--- src/rtl/clk_div_pkg.sv ---
// Shared constants and helpers for the clock divider bank.
package clk_div_pkg;

    localparam logic MODE_SQUARE = 1'b0;
    localparam logic MODE_TICK   = 1'b1;

    // Channel-select width; a single channel still gets a 1-bit select.
    function automatic int ch_w(input int n);
        return (n > 1) ? $clog2(n) : 1;
    endfunction

endpackage

--- src/rtl/clk_div_channel.sv ---
// One divider channel: counter, active/pending config and registered outputs.
module clk_div_channel
    import clk_div_pkg::*;
#(
    parameter int DIV_W       = 8,
    parameter int DEFAULT_DIV = 50
) (
    input  logic             clock,
    input  logic             rst_n,
    input  logic             en,
    input  logic             sync,
    input  logic             wr,
    input  logic [DIV_W-1:0] wdiv,
    input  logic             wmode,
    output logic             clk_out,
    output logic             tick,
    output logic             busy
);

    logic [DIV_W-1:0] cnt_q, cnt_d, div_q, div_d, pdiv_q, pdiv_d;
    logic             mode_q, mode_d, pmode_q, pmode_d, pend_q, pend_d;
    logic             clk_q, clk_d, tick_q, tick_d;
    logic             tc, chg, nmode;

    // Next-state: disable > sync > terminal count > count; config capture last.
    always_comb begin
        cnt_d   = cnt_q;
        div_d   = div_q;
        mode_d  = mode_q;
        pdiv_d  = pdiv_q;
        pmode_d = pmode_q;
        pend_d  = pend_q;
        clk_d   = clk_q;
        tick_d  = 1'b0;
        tc      = (cnt_q == div_q);
        nmode   = pend_q ? pmode_q : mode_q;
        chg     = pend_q && (pmode_q != mode_q);
        if (!en || sync || tc) begin
            cnt_d = '0;
            // Pending config only ever lands while cnt restarts, so no runt periods.
            if (pend_q) begin
                div_d  = pdiv_q;
                mode_d = pmode_q;
                pend_d = 1'b0;
            end
        end
        if (!en || sync) begin
            clk_d = 1'b0;
        end else if (tc) begin
            // A mode change restarts both outputs low rather than emitting a partial cycle.
            clk_d  = (!chg && nmode == MODE_SQUARE) ? ~clk_q : 1'b0;
            tick_d = !chg && (nmode == MODE_TICK);
        end else begin
            cnt_d = cnt_q + DIV_W'(1);
        end
        if (wr) begin
            if (!en) begin
                // Idle channel: nothing to glitch, take the new config at once.
                div_d  = wdiv;
                mode_d = wmode;
                pend_d = 1'b0;
            end else begin
                // Running channel: last write wins, applied at the next restart.
                pdiv_d  = wdiv;
                pmode_d = wmode;
                pend_d  = 1'b1;
            end
        end
    end

    // State registers.
    always_ff @(posedge clock or negedge rst_n) begin
        if (!rst_n) begin
            cnt_q   <= '0;
            div_q   <= DIV_W'(DEFAULT_DIV);
            mode_q  <= MODE_SQUARE;
            pdiv_q  <= DIV_W'(DEFAULT_DIV);
            pmode_q <= MODE_SQUARE;
            pend_q  <= 1'b0;
            clk_q   <= 1'b0;
            tick_q  <= 1'b0;
        end else begin
            cnt_q   <= cnt_d;
            div_q   <= div_d;
            mode_q  <= mode_d;
            pdiv_q  <= pdiv_d;
            pmode_q <= pmode_d;
            pend_q  <= pend_d;
            clk_q   <= clk_d;
            tick_q  <= tick_d;
        end
    end

    assign clk_out = clk_q;
    assign tick    = tick_q;
    assign busy    = pend_q;

endmodule

--- src/rtl/clk_div_bank.sv ---
// Bank of runtime-programmable clock dividers: config decode, error flag, channel array.
module clk_div_bank
    import clk_div_pkg::*;
#(
    parameter  int CHANNELS    = 4,
    parameter  int DIV_W       = 8,
    parameter  int DEFAULT_DIV = 50,
    localparam int CH_W        = ch_w(CHANNELS)
) (
    input  logic                clock,
    input  logic                rst_n,
    input  logic [CHANNELS-1:0] ch_en,
    input  logic                sync,
    input  logic                cfg_wr,
    input  logic [CH_W-1:0]     cfg_ch,
    input  logic [DIV_W-1:0]    cfg_div,
    input  logic                cfg_mode,
    output logic [CHANNELS-1:0] cfg_busy,
    output logic                cfg_err,
    output logic [CHANNELS-1:0] clk_out,
    output logic [CHANNELS-1:0] tick
);

    logic [CHANNELS-1:0] wr_sel;
    logic                cfg_err_q, cfg_err_d;

    // Decode the write target; a write that hits no channel is flagged and dropped.
    always_comb begin
        wr_sel = '0;
        for (int i = 0; i < CHANNELS; i++) begin
            wr_sel[i] = cfg_wr && (int'(cfg_ch) == i);
        end
        cfg_err_d = cfg_wr && (wr_sel == '0);
    end

    // Error pulse register.
    always_ff @(posedge clock or negedge rst_n) begin
        if (!rst_n) cfg_err_q <= 1'b0;
        else        cfg_err_q <= cfg_err_d;
    end

    assign cfg_err = cfg_err_q;

    for (genvar g = 0; g < CHANNELS; g++) begin : g_ch
        clk_div_channel #(
            .DIV_W       (DIV_W),
            .DEFAULT_DIV (DEFAULT_DIV)
        ) u_ch (
            .clock   (clock),
            .rst_n   (rst_n),
            .en      (ch_en[g]),
            .sync    (sync),
            .wr      (wr_sel[g]),
            .wdiv    (cfg_div),
            .wmode   (cfg_mode),
            .clk_out (clk_out[g]),
            .tick    (tick[g]),
            .busy    (cfg_busy[g])
        );
    end

endmodule

--- config.mk ---
export PLATFORM = sky130hd
export DESIGN_NAME = clk_div_bank
export DESIGN_NICKNAME = d
export VERILOG_FILES = /design/src/rtl/clk_div_pkg.sv /design/src/rtl/clk_div_channel.sv /design/src/rtl/clk_div_bank.sv
export SDC_FILE = /design/constraint.sdc
export NUM_CORES = 1
export LEC_CHECK = 0
export ABC_AREA = 1
export BUFFER_PORTS_ARGS = -buffer_cell sky130_fd_sc_hd__buf_2
export CORE_AREA = 2 2 104 106
export DETAILED_ROUTE_END_ITERATION = 10
export DIE_AREA = 0 0 106 108
export GPL_TIMING_DRIVEN = 0
export PLACE_DENSITY = 0.77
export SYNTH_ARGS = -nofsm -noshare
export SYNTH_HDL_FRONTEND = slang
export SYNTH_HIERARCHICAL = 1
export SYNTH_SLANG_ARGS = --single-unit
--- constraint.sdc ---
create_clock -name clock -period 2.5 [get_ports clock]
set_clock_uncertainty 0.1 [all_clocks]
set_input_delay 0.5 -clock clock [delete_from_list [all_inputs] [get_ports clock]]
set_output_delay 0.5 -clock clock [all_outputs]
set_load 0.01 [all_outputs]
Word level (Yosys, flattened, before mapping)

Index checks and enable logic that the tools add are counted.

Reductions and logical operators: 47
Bitwise gates (word level): 8
Eq/ne operators: 11
Multiplexer cells: 76
$add $sub $neg: 4

Operators by type and width:

| operator                                             | count |
|---|---|
| two-way mux 8 bit                                    | 28 |
| two-way mux 1 bit                                    | 48 |
| adder 8 x 1 -> 8 bit (second input constant)         | 4 |
| equality test 8 bit                                  | 4 |
| logical AND 1 bit                                    | 17 |
| nonzero test 2 bit                                   | 8 |
| zero test 1 bit                                      | 8 |
| logical OR 1 bit                                     | 8 |
| NOT 1 bit                                            | 8 |
| AND reduction 2 bit                                  | 4 |
| equality test 2 bit (second input constant)          | 2 |
| zero test 4 bit                                      | 1 |
| != test 1 bit                                        | 4 |
| equality test 2 x 1 -> 1 bit (second input constant) | 1 |
| zero test 2 bit                                      | 1 |

Register bits: 117
Logic and storage cells: 179
Output and inout port bits: 13

Logic depth before layout (Yosys ltp)

Gate-level depths: netlist of the first run.

Depth after elaboration: 7
Mapped depth: 11
Gate-level depth less buffers: 10

Hierarchy

Netlist of the first run, hierarchy kept.

Modules (own cells, without submodules):

| module          | cells each | seq. area each (µm²) | instances | area an instance (µm²) |
|---|---|---|---|---|
| clk_div_channel | 172        | 733.2                | 4         | 1486.4 |
| clk_div_bank    | 10         | 25.0                 | 1         | 58.8 |

Worst setup path before layout of the first run

No wires, ideal clock.

Path kind: input to register
Start point: input cfg_ch[1]
End point: register g_ch[0].u_ch.pdiv_q[0]
Slack: 816 ps
Buffers on the path: 0
Stages: 5
Library setup time: 125 ps
Arrival: 1459 ps
Required time: 2275 ps
Cell sequence: inv_1 > nand2_1 > nor2_1 > nand2_1 > mux2_2

Cells in the longest elaborated chain, start to end: 3

RTL lines:

| what                          | line                  | source |
|---|---|---|
| start, declared               | clk_div_bank.sv:15    | `input logic [CH_W-1:0] cfg_ch,` |
| zero test 2 bit               | clk_div_bank.sv:31    | `wr_sel[i] = cfg_wr && (int'(cfg_ch) == i);` |
| logical AND 1 bit             | clk_div_bank.sv:31    |  |
| via wr_sel[0]                 | clk_div_bank.sv:24    | `logic [CHANNELS-1:0] wr_sel;` |
| AND reduction 2 bit (no line) | -                     |  |
| end signal, assigned          | clk_div_channel.sv:77 | `pdiv_q <= DIV_W'(DEFAULT_DIV);` |
| end signal, assigned          | clk_div_channel.sv:86 | `pdiv_q <= pdiv_d;` |
| end, declared                 | clk_div_channel.sv:20 | `logic [DIV_W-1:0] cnt_q, cnt_d, div_q, div_d, pdiv_q, pdiv_d;` |

The timed path passes the listed nets, and every way through them passes these cells.
A chain may end at the register's enable or synchronous reset.

Worst setup path after layout of the first run

Start point: register g_ch[3].u_ch.pend_q
End point: output cfg_busy[3]

RTL lines:

| what                   | line                  | source |
|---|---|---|
| start, declared        | clk_div_channel.sv:21 | `logic mode_q, mode_d, pmode_q, pmode_d, pend_q, pend_d;` |
| start signal, assigned | clk_div_channel.sv:88 | `pend_q <= pend_d;` |
| end, declared          | clk_div_bank.sv:18    | `output logic [CHANNELS-1:0] cfg_busy,` |

No word-level cell between the ends.

==> results of run 1 <==
kinds of logic after synthesis:
| family | count (synthesis) | share of synthesized area, % |
|---|---|---|
| XOR/XNOR | 28 | 4.08 |
| AO/OA/AOI/OAI | 92 | 9.17 |
| buffers and inverters | 110 | 7.71 |
| multiplexers | 36 | 6.75 |
| other | 1 | 0.0625 |
| AND/OR/NAND/NOR | 310 | 22.1 |
| flip-flops | 117 | 49.3 |
| adder cells (fa/ha/maj) | 4 | 0.834 |
power by group through the flow:
| stage | registers (mW) | clock network (mW) | logic [mW] |
|---|---|---|---|
| 2_1_floorplan | 2.44 | 0 | 0.619 |
| 3_3_place_gp | 2.49 | 0 | 0.767 |
| 3_5_place_dp | 2.50 | 0 | 0.810 |
| 4_1_cts | 2.47 | 2.67 | 0.826 |
| 5_1_grt | 2.52 | 2.75 | 0.937 |
| 6_report | 2.48 | 2.62 | 0.819 |
stage by stage:
step                      cells  setup TNS (ns)  power, mW  worst slack, ns
after floorplan             698               0       3.06            0.816
after global placement      865          -45.40       3.25           -0.496
after detailed placement    866               0       3.31            0.320
after CTS                   899               0       5.97            0.784
after global routing        899               0       6.21            0.763
final                       899               0       5.91            0.806
layout by cell type, fill, tap and decap left out:
master / instances
buf_4: 5
clkinv_2: 1
dlygate4sd3_1: 1
clkinv_4: 3
buf_16: 1
a21oi_1: 72
o31ai_4: 4
inv_2: 8
nand2_2: 12
nand3_1: 16
inv_1: 86
nand2_4: 4
a21boi_0: 4
nor2_1: 76
dfrtp_1: 93
mux2_2: 36
clkbuf_8: 1
clkinv_1: 4
nor3_2: 4
clkbuf_16: 16
ha_1: 4
o21ai_2: 4
xnor2_1: 20
bufinv_16: 5
nor3b_2: 4
xor2_1: 8
nor2_2: 4
buf_6: 4
o21ai_0: 4
nor3_1: 12
o21ai_1: 4
buf_2: 34
dfstp_2: 24
clkinvlp_4: 4
conb_1: 1
nand2_1: 178
inv_6: 2
worst min path at each step:
stage	start	endpoint	slack [ns]	cells after the start
6_report	cfg_div[5]	g_ch[1].u_ch/div_q[5]	0.21	3
5_1_grt	cfg_div[5]	g_ch[3].u_ch/div_q[5]	0.20	3
3_3_place_gp	g_ch[1].u_ch/cnt_q[0]	g_ch[1].u_ch/cnt_q[0]	0.37	1
4_1_cts	cfg_div[5]	g_ch[1].u_ch/div_q[5]	0.19	3
2_1_floorplan	rst_n	cfg_err	0.10	0
3_5_place_dp	g_ch[2].u_ch/div_q[4]	g_ch[2].u_ch/div_q[4]	0.38	2
layer usage:
| layer | vias up | part of all wire [%] |
|---|---|---|
| li1 | 2301 | - |
| met1 | 2219 | 43 |
| met2 | 86 | 51 |
| met3 | 19 | 4.0 |
| met4 | 0 | 1.6 |
| met5 | - | 0 |
state kept, by name, summed over array words and instances, names as in the netlist:
signal,cells
g_ch.u_ch/pmode_q,4
g_ch.u_ch/busy,4
g_ch.u_ch/cnt_q,32
g_ch.u_ch/clk_out,4
g_ch.u_ch/pdiv_q,32
g_ch.u_ch/tick,4
g_ch.u_ch/mode_q,4
g_ch.u_ch/div_q,32
cfg_err,1
area by class of cell:
| class | instances | area, um^2 |
|---|---|---|
| buffer | 12 | 95.1 |
| clock buffer | 17 | 414 |
| clock inverter | 15 | 229 |
| fill | 795 | 3220 |
| inverter | 98 | 368 |
| multi-input combinational | 471 | 2580 |
| sequential | 117 | 2960 |
| tap | 136 | 170 |
| timing repair buffer | 33 | 195 |
==> impl_metrics.toml, run 1 <==
[finish]
final_area_um2 = 7010
drive_above_1_share_pct = 23.6
num_antenna_cells = 0
area_growth_pct = 16.8
nNetsFinal = 773
postLayoutCoreUtil_pct = 68.5

[global_route]
grt_util_all_layers_pct = 24.7
grt_max_degree = 70
grt.busiest_layer = "met2"
grtUsageMet1_pct = 29.4
grt_pass1_wl_mm = 21.7
grt_pass1_vias = 4774
use_met2_pct = 42.9
use_met3_pct = 7.53
antenna_found_initial = 0
grt_overflow = 0

[yosys]
ys_async_sr_fraction_pct = 100
syn_avg_cell_area_um2 = 8.60
syn_nets = 721
netlist_top_cells_count = "nand2_1, dfrtp_1, inv_1"
synth_area_um2 = 6000
synth_cell_types = 28
yosysSeqAreaShare_pct = 49.3
synth_top_area_cell = "dfrtp_1"
synthTopCellsByArea = "dfrtp_1, nand2_1, dfstp_2"
yosysTopAreaCellShare_pct = 38.8
yosysWarnings = 6
syn_inst = 698
synth_edf_count = 0
ys.flop_type = "dfrtp_1"
synth_seq_cells = 117
yosys.cell_count.top_type = "nand2_1"

[clock_network]
cts_tree = "yes"
clock_path_buffers = 2
cts_sinks = 117
path_clk_slew_ns = 0.06
cts_resized = 0
ctsHoldBuffers = 1
cts-root-buf = "clkbuf_8"
cts_max_level = 4
post_cts_buffers = 0
clk_latency_ns = 0.54
cts_made_buffers = 17

[sta]
slew_headroom_pct = 57.6
fin_crit_ns = 1.69
worstMarginPinSlew_ns = 0.636
slew_viol_final = 0
max_freq_mhz = 590
fin_crit_sh_pct = 67.8
setup_viol = 0
whs_ns = 0.213
hold_viol = 0
rsz0062_at_grt = "false"

[power_and_ir_drop]
intPower_mw = 4.36
seqPwrFrac_pct = 41.9
p_clk_share_pct = 44.3
sw_frac_of_total_pct = 26.2
irDropWorstVdd_v = 0.000617
comb_power_share_pct = 13.9
p_switching_mw = 1.55
pwr_density_cell_nw_per_um2 = 843
power_leakage_nw = 3.44

[detailed_routing]
drtIter0Drc = 206
firstDrtPassIters = 6
drt_wl_total_mm = 12.6
ant_nets = 0
drc = 0
vias = 4625
wire_per_inst_um = 14.0
vias_per_cell = 5.14

[worst_setup_path]
critPathLaunchType = "register"
cp_cell_sequence = "buf_2"
worstPathRequired_ns = 1.90
critPathKind = "register to output port"
r2r_cells = 9
r2r-start = "g_ch[2].u_ch/div_q[1]"
crit_buf_inv = 1
critPathCaptureType = "output port"
arrival_ns = 1.09
worst_path_largest_cell_delay_ns = 0.41
cp-startpoint = "g_ch[3].u_ch/busy"
rr_endpoint = "g_ch[2].u_ch/div_q[7]"
cp.depth = 1
r2r_slack_ns = 0.85
crit_end = "cfg_busy[3]"
worst-path-max-fanout = 3
cp_top_family = "flip-flops"
critPathSlowestCell = "dfrtp_1"

[floorplan]
fp.dieH_um = 108
die-area_um2 = 11400
coreArea_um2 = 10200
pin_count = 32
die_w_um = 106
initial_core_util_pct = 58.7
rows = 37

[run]
drv_cap = 0

[placed_design]
portBuffers = 31
placed_area_um2 = 6360
gp_congestion = 0.857
dpl.hpwl_mm = 8.52

[status]
status = "finished, final reports clean"

[hold_path]
hold_path_class = "input pin to register"
Power figures use the tool's default switching activity.
==> inputs of run 2 (changes only) <==
- CORE_AREA: 2 2 104 106 -> 2 2 108 110
- DIE_AREA: 0 0 106 108 -> 0 0 110 112
- PLACE_DENSITY: 0.77 -> 0.74
- clock period: 2.5 -> 1.4 ns (I/O delays scaled with it)
==> impl_metrics.toml, run 2 (same netlist as run 1, synthesis figures left out) <==
[finish]
layout_common_cells = "nand2_1, dfrtp_1, inv_1"
n_fill_cell = 764
reg.largest.list = "g_ch.u_ch/cnt_q (32), g_ch.u_ch/div_q (32), g_ch.u_ch/pdiv_q (32)"
area_growth_pct = 29.7
finalNonFillerCells = 934
num_antenna_cells = 0
drive_above_1_share_pct = 39.7
postLayoutCoreUtil_pct = 69.7
nNetsFinal = 801
final_common_cell = "nand2_1"

[power_and_ir_drop]
irDropWorstVdd_v = 0.000941
power.total_mw = 11.0
power_leakage_nw = 3.72
pwr_density_cell_nw_per_um2 = 1410

[floorplan]
rows = 39
initial_core_util_pct = 53.7
die_w_um = 110
die-area_um2 = 12300
fp.dieH_um = 112
pin_count = 32
coreArea_um2 = 11200

[sta]
setup_viol = 78
hold_viol = 0
fin_crit_sh_pct = 120
max_freq_mhz = 598
layout_setup_ws_ns = -0.273
slew_viol_final = 0
fin_crit_ns = 1.67
rsz0062_at_grt = "true"

[detailed_routing]
wire_per_inst_um = 15.9
drtIter0Drc = 410
drc = 0
ant_nets = 0
firstDrtPassIters = 6
drt_wl_total_mm = 14.8
vias_per_cell = 5.34
vias = 4984

[run]
drv_cap = 0

[placed_design]
gp_congestion = 0.825
dpl.hpwl_mm = 8.86
portBuffers = 31
placed_cells_incl_taps = 873

[clock_network]
cts-root-buf = "clkbuf_16"
cts_max_level = 4
cts_sinks = 117
clk_latency_ns = 0.42
cts_made_buffers = 17
clock_path_buffers = 2
path_clk_slew_ns = 0.05
cts_tree = "yes"

[worst_setup_path]
arrival_ns = 1.87
r2r-start = "g_ch[3].u_ch/cnt_q[6]"
worst-path-max-fanout = 5
crit_path_frequent_cell = "nand2_2"
worst_path_largest_cell_delay_ns = 0.42
critPathSlowestCell = "dfrtp_1"
critPathLaunchType = "register"
worstPathRequired_ns = 1.60
critPathCaptureType = "register"
cp_cell_sequence = "xnor2_1 > nand2_1 > nor2_2 > nand2_2 > nand2_4 > buf_6 > nand2_2 > nand2_2 > o21ai_2"
cp-startpoint = "g_ch[3].u_ch/cnt_q[6]"
critPathKind = "register to register"

[global_route]
grt_max_degree = 78
antenna_found_initial = 0
grt_util_all_layers_pct = 24.7
grt_pass1_wl_mm = 23.3
grt_pass1_vias = 4968
grt_overflow = 0

[status]
violations = "setup timing"
status = "finished with violations"

[hold_path]
hold_start = "cfg_div[5]"
hold_path_class = "input pin to register"
-- run 2: cell types whose count changed in the layout (fill, tap and decap cells not counted), sizes merged --
cell      before  now
buf           44   72
clkbuf        17   21
clkinvlp       4    0
clkinv         8   11
inv           96   94
bufinv         5    4
-- run 2: worst paths after layout --
kind / end / cells after the start / slack, ns
setup / recovery: g_ch[3].u_ch/mode_q / 9 / -0.27
hold / removal: g_ch[0].u_ch/div_q[5] / 3 / 0.12
setup reg to reg: g_ch[3].u_ch/mode_q / 9 / -0.27
hold reg to reg: g_ch[2].u_ch/cnt_q[0] / 1 / 0.38
max in group asynchronous: g_ch[3].u_ch/div_q[5] / 3 / 0.20
min in group asynchronous: g_ch[0].u_ch/cnt_q[4] / 2 / 0.26
-- run 2: stage by stage --
step                TNS [ns]  hold slack [ns]  cell area, um^2  setup WS (ns)
floorplan             -0.384           -0.116             6010        -0.0348
global placement     -167.95            0.371             6350          -1.39
detailed placement    -26.39            0.209             6380         -0.383
CTS                   -11.45           0.0863             7410         -0.206
global route          -18.88            0.111             7790         -0.372
finish                -13.26            0.118             7790         -0.273
-- run 2: cell type report --
cell class | instances | area [um^2] | area share, %
tap | 143 | 179 | 2.30
clock buffer | 21 | 470 | 6.04
multi-input combinational | 471 | 3070 | 39.4
sequential | 117 | 2970 | 38.1
clock inverter | 11 | 155 | 1.99
timing repair buffer | 63 | 484 | 6.22
buffer | 10 | 95.1 | 1.22
inverter | 98 | 368 | 4.72
-- run 2: power by group --
part           total [mW]  internal [mW]  switching [mW]
clock network        4.56           3.09            1.47
registers            4.48           4.05           0.426
logic                1.95          0.893            1.06
-- run 2: critical path, delay by kind of cell, from the launching register on --
family                    cells  cell delay (ns)
and+or+nand+nor               6             0.63
buffers and inverters         1             0.16
DFF                           1             0.42
xor gates and xnor gates      1             0.17
AOI/OAI and AO/OA             1             0.05
-- run 2: layer usage --
metal | vias up | track usage (%) | routed length [um]
met5 | - | 0 | 0
met3 | 47 | 6.09 | 663
li1 | 2360 | - | -
met1 | 2439 | 29.6 | 5810
met4 | 0 | 10.4 | 491
met2 | 138 | 41.7 | 7850
-- run 2: timing repair --
item,in CTS,in global routing
resized for setup,61,101
gates cloned,6,0
hold buffers,1,0
setup endpoints to repair,77,161
pin swaps,16,32
buffers inserted,16,12
endpoints found under the hold margin,39,0
==> inputs of run 3 (changes only) <==
- ABC_AREA: 1 -> not set
- CORE_AREA: 2 2 108 110 -> 2 2 103 105
- DIE_AREA: 0 0 110 112 -> 0 0 105 107
- PLACE_DENSITY: 0.74 -> 0.75
==> impl_metrics.toml, run 3 <==
[detailed_routing]
wire_per_inst_um = 19.5
vias = 4543
ant_nets = 0
firstDrtPassIters = 5
drc = 0
drtIter0Drc = 276
vias_per_cell = 5.96
drt_wl_total_mm = 14.8

[finish]
multi_input_area_um2 = 2970
reg.largest.list = "g_ch.u_ch/cnt_q (32), g_ch.u_ch/div_q (32), g_ch.u_ch/pdiv_q (32)"
drive_above_1_share_pct = 45.0
seq_area_um2 = 2960
nNetsFinal = 636
n_fill_cell = 656
num_antenna_cells = 0
final_common_cell = "dfrtp_1"
layout_common_cells = "dfrtp_1, nor2_1, mux2_2"
area_growth_pct = 38.2

[global_route]
use_met3_pct = 6.50
grt_pass1_wl_mm = 22.2
grt_overflow = 0
grtUsageMet1_pct = 32.0
grt_pass1_vias = 4544
grt.busiest_layer = "met2"
antenna_found_initial = 0
grt_max_degree = 60
use_met2_pct = 41.7
grt_util_all_layers_pct = 25.4

[yosys]
synthXorXnorAreaFrac_pct = 8.97
syn_avg_cell_area_um2 = 10.8
synth_simple_gate_area_share_pct = 15.2
synthMuxAreaShare_pct = 7.42
synth_seq_cells = 117
yosysSeqAreaShare_pct = 54.1
synth_compound_area_share_pct = 11.0
synth_top_area_cell = "dfrtp_1"
syn_nets = 529
yosysWarnings = 6
synthTopCellsByArea = "dfrtp_1, dfstp_2, mux2_2"
synth_top_family_by_area = "simple AND/OR/NAND/NOR gates"
synth_area_um2 = 5470
yosys.cell_count.top_type = "dfrtp_1"
yosysTopAreaCellShare_pct = 42.6
synthAdderAreaFrac_pct = 0.916
netlist_top_cells_count = "dfrtp_1, nor2_1, nand3_1"
synth_cell_types = 33
ys_async_sr_fraction_pct = 100
synth_edf_count = 0
syn_inst = 506
ys.flop_type = "dfrtp_1"

[run]
drv_cap = 0

[hold_path]
hold_path_class = "input pin to register"
hold_end = "g_ch[2].u_ch/mode_q"
hold_start = "cfg_mode"
whs_path_depth = 3

[clock_network]
cts_sinks = 117
cts_tree = "yes"
cts_made_buffers = 17
clk_latency_ns = 0.53
clock_path_buffers = 2
path_clk_slew_ns = 0.06
cts-root-buf = "clkbuf_8"
cts_max_level = 4

[sta]
fin_crit_ns = 1.95
hold_viol = 0
max_freq_mhz = 512
rsz0062_at_grt = "true"
worstMarginPinSlew_ns = 0.562
setup_tns_ns = -30.64
fin_crit_sh_pct = 140
layout_setup_ws_ns = -0.553
slew_headroom_pct = 62.6
setup_viol = 88
slew_viol_final = 0

[status]
violations = "setup timing"
status = "finished with violations"

[worst_setup_path]
worstPathRequired_ns = 1.74
critPathKind = "register to register"
r2r_cells = 7
worst-path-max-fanout = 4
r2r-start = "g_ch[0].u_ch/div_q[1]"
rr_endpoint = "g_ch[0].u_ch/mode_q"
critPathLaunchType = "register"
arrival_ns = 2.30
r2r_slack_ns = -0.55
critPathCaptureType = "register"

[floorplan]
die-area_um2 = 11200
fp.dieH_um = 107
die_w_um = 105
initial_core_util_pct = 54.2
coreArea_um2 = 10100
pin_count = 32
rows = 37

[power_and_ir_drop]
irDropWorstVdd_v = 0.000769
p_clk_share_pct = 42.9
seqPwrFrac_pct = 41.0
power_leakage_nw = 3.05
sw_frac_of_total_pct = 25.6
p_switching_mw = 2.81
comb_power_share_pct = 16.1
intPower_mw = 8.17
pwr_density_cell_nw_per_um2 = 1450

[placed_design]
post-place-ws_ns = -0.466
portBuffers = 31
gp_congestion = 0.802
dpl.hpwl_mm = 7.71
-- run 3: changes by cell type in the layout (fill, tap and decap cells not counted), sizes merged, moves of 20 or more --
cell / previous run / this run
nand3: 16 / 48
a31oi: 0 / 36
inv: 94 / 4
nand2: 194 / 12
o21ai: 12 / 44
xnor2: 20 / 40
a21oi: 72 / 4
-- run 3: kinds of logic (layout without fill, tap and decap cells) --
family / count (synthesis) / in the layout
fa+ha+maj: 4 / 4
buf+inv: 24 / 140
flops: 117 / 117
simple gates: 172 / 172
xor+xnor: 56 / 56
other cells: 1 / 1
mux: 36 / 36
compound gates: 96 / 100
-- run 3: worst max path at each step --
stage	start	end	slack, ns	cells after the start
6_report	g_ch[0].u_ch/div_q[1]	g_ch[0].u_ch/mode_q	-0.55	7
5_1_grt	g_ch[0].u_ch/div_q[1]	g_ch[0].u_ch/div_q[6]	-0.61	7
4_1_cts	g_ch[0].u_ch/div_q[4]	g_ch[0].u_ch/div_q[3]	-0.37	7
3_5_place_dp	g_ch[0].u_ch/div_q[5]	g_ch[0].u_ch/div_q[5]	-0.47	6
3_3_place_gp	rst_n	g_ch[0].u_ch/cnt_q[0]	-1.38	1
2_1_floorplan	g_ch[0].u_ch/div_q[5]	g_ch[0].u_ch/div_q[5]	-0.19	6
-- run 3: layer usage --
layer / wire length, um / part of all wire, %
met1: 5890 / 40
met2: 7800 / 53
met3: 808 / 5.4
met4: 328 / 2.2
met5: 0 / 0
-- run 3: metrics by stage --
| stage | hold slack [ns] | power (mW) | instances | cell area (um^2) | utilization [%] |
|---|---|---|---|---|---|
| detailed placement | 0.301 | 5.69 | 674 | 5840 | 57.9 |
| global route | 0.0381 | 11.4 | 762 | 7560 | 74.9 |
| finish | 0.0268 | 11.0 | 762 | 7560 | 74.9 |
| CTS | 0.00713 | 10.7 | 748 | 7160 | 70.9 |
| floorplan | -0.116 | 5.26 | 506 | 5490 | - |
| global placement | 0.390 | 5.60 | 673 | 5810 | 57.6 |
-- run 3: repair_timing --
item / CTS / global route
endpoints found under the hold margin: 64 / 0
buffers inserted: 31 / 13
endpoints found under the setup margin: 91 / 108
hold buffers: 8 / 0
resized for setup: 79 / 69
gates cloned: 3 / 1
pin swaps: 51 / 49
-- run 3: final cells by class --
class	count	area share (%)
clock inverter	9	2.28
multi-input combinational	369	39.3
tap	136	2.25
inverter	4	0.199
sequential	117	39.2
clock buffer	23	6.18
timing repair buffer	84	9.14
buffer	20	1.46
-- run 3: power by group through the flow --
| stage | Combinational (mW) | Clock [mW] | Sequential (mW) |
|---|---|---|---|
| 2_1_floorplan | 0.911 | 0 | 4.35 |
| 3_3_place_gp | 1.17 | 0 | 4.43 |
| 3_5_place_dp | 1.23 | 0 | 4.45 |
| 4_1_cts | 1.53 | 4.73 | 4.44 |
| 5_1_grt | 1.90 | 4.90 | 4.56 |
| 6_report | 1.77 | 4.71 | 4.50 |
-- run 3: worst max-delay path, cell delays in order (launching register included) --
cell,delay [ns]
dfstp_2,0.54
xnor2_1,0.15
nand4_1,0.25
buf_4,0.22
o21ai_4,0.17
buf_4,0.16
nand3_1,0.08
a31oi_1,0.19
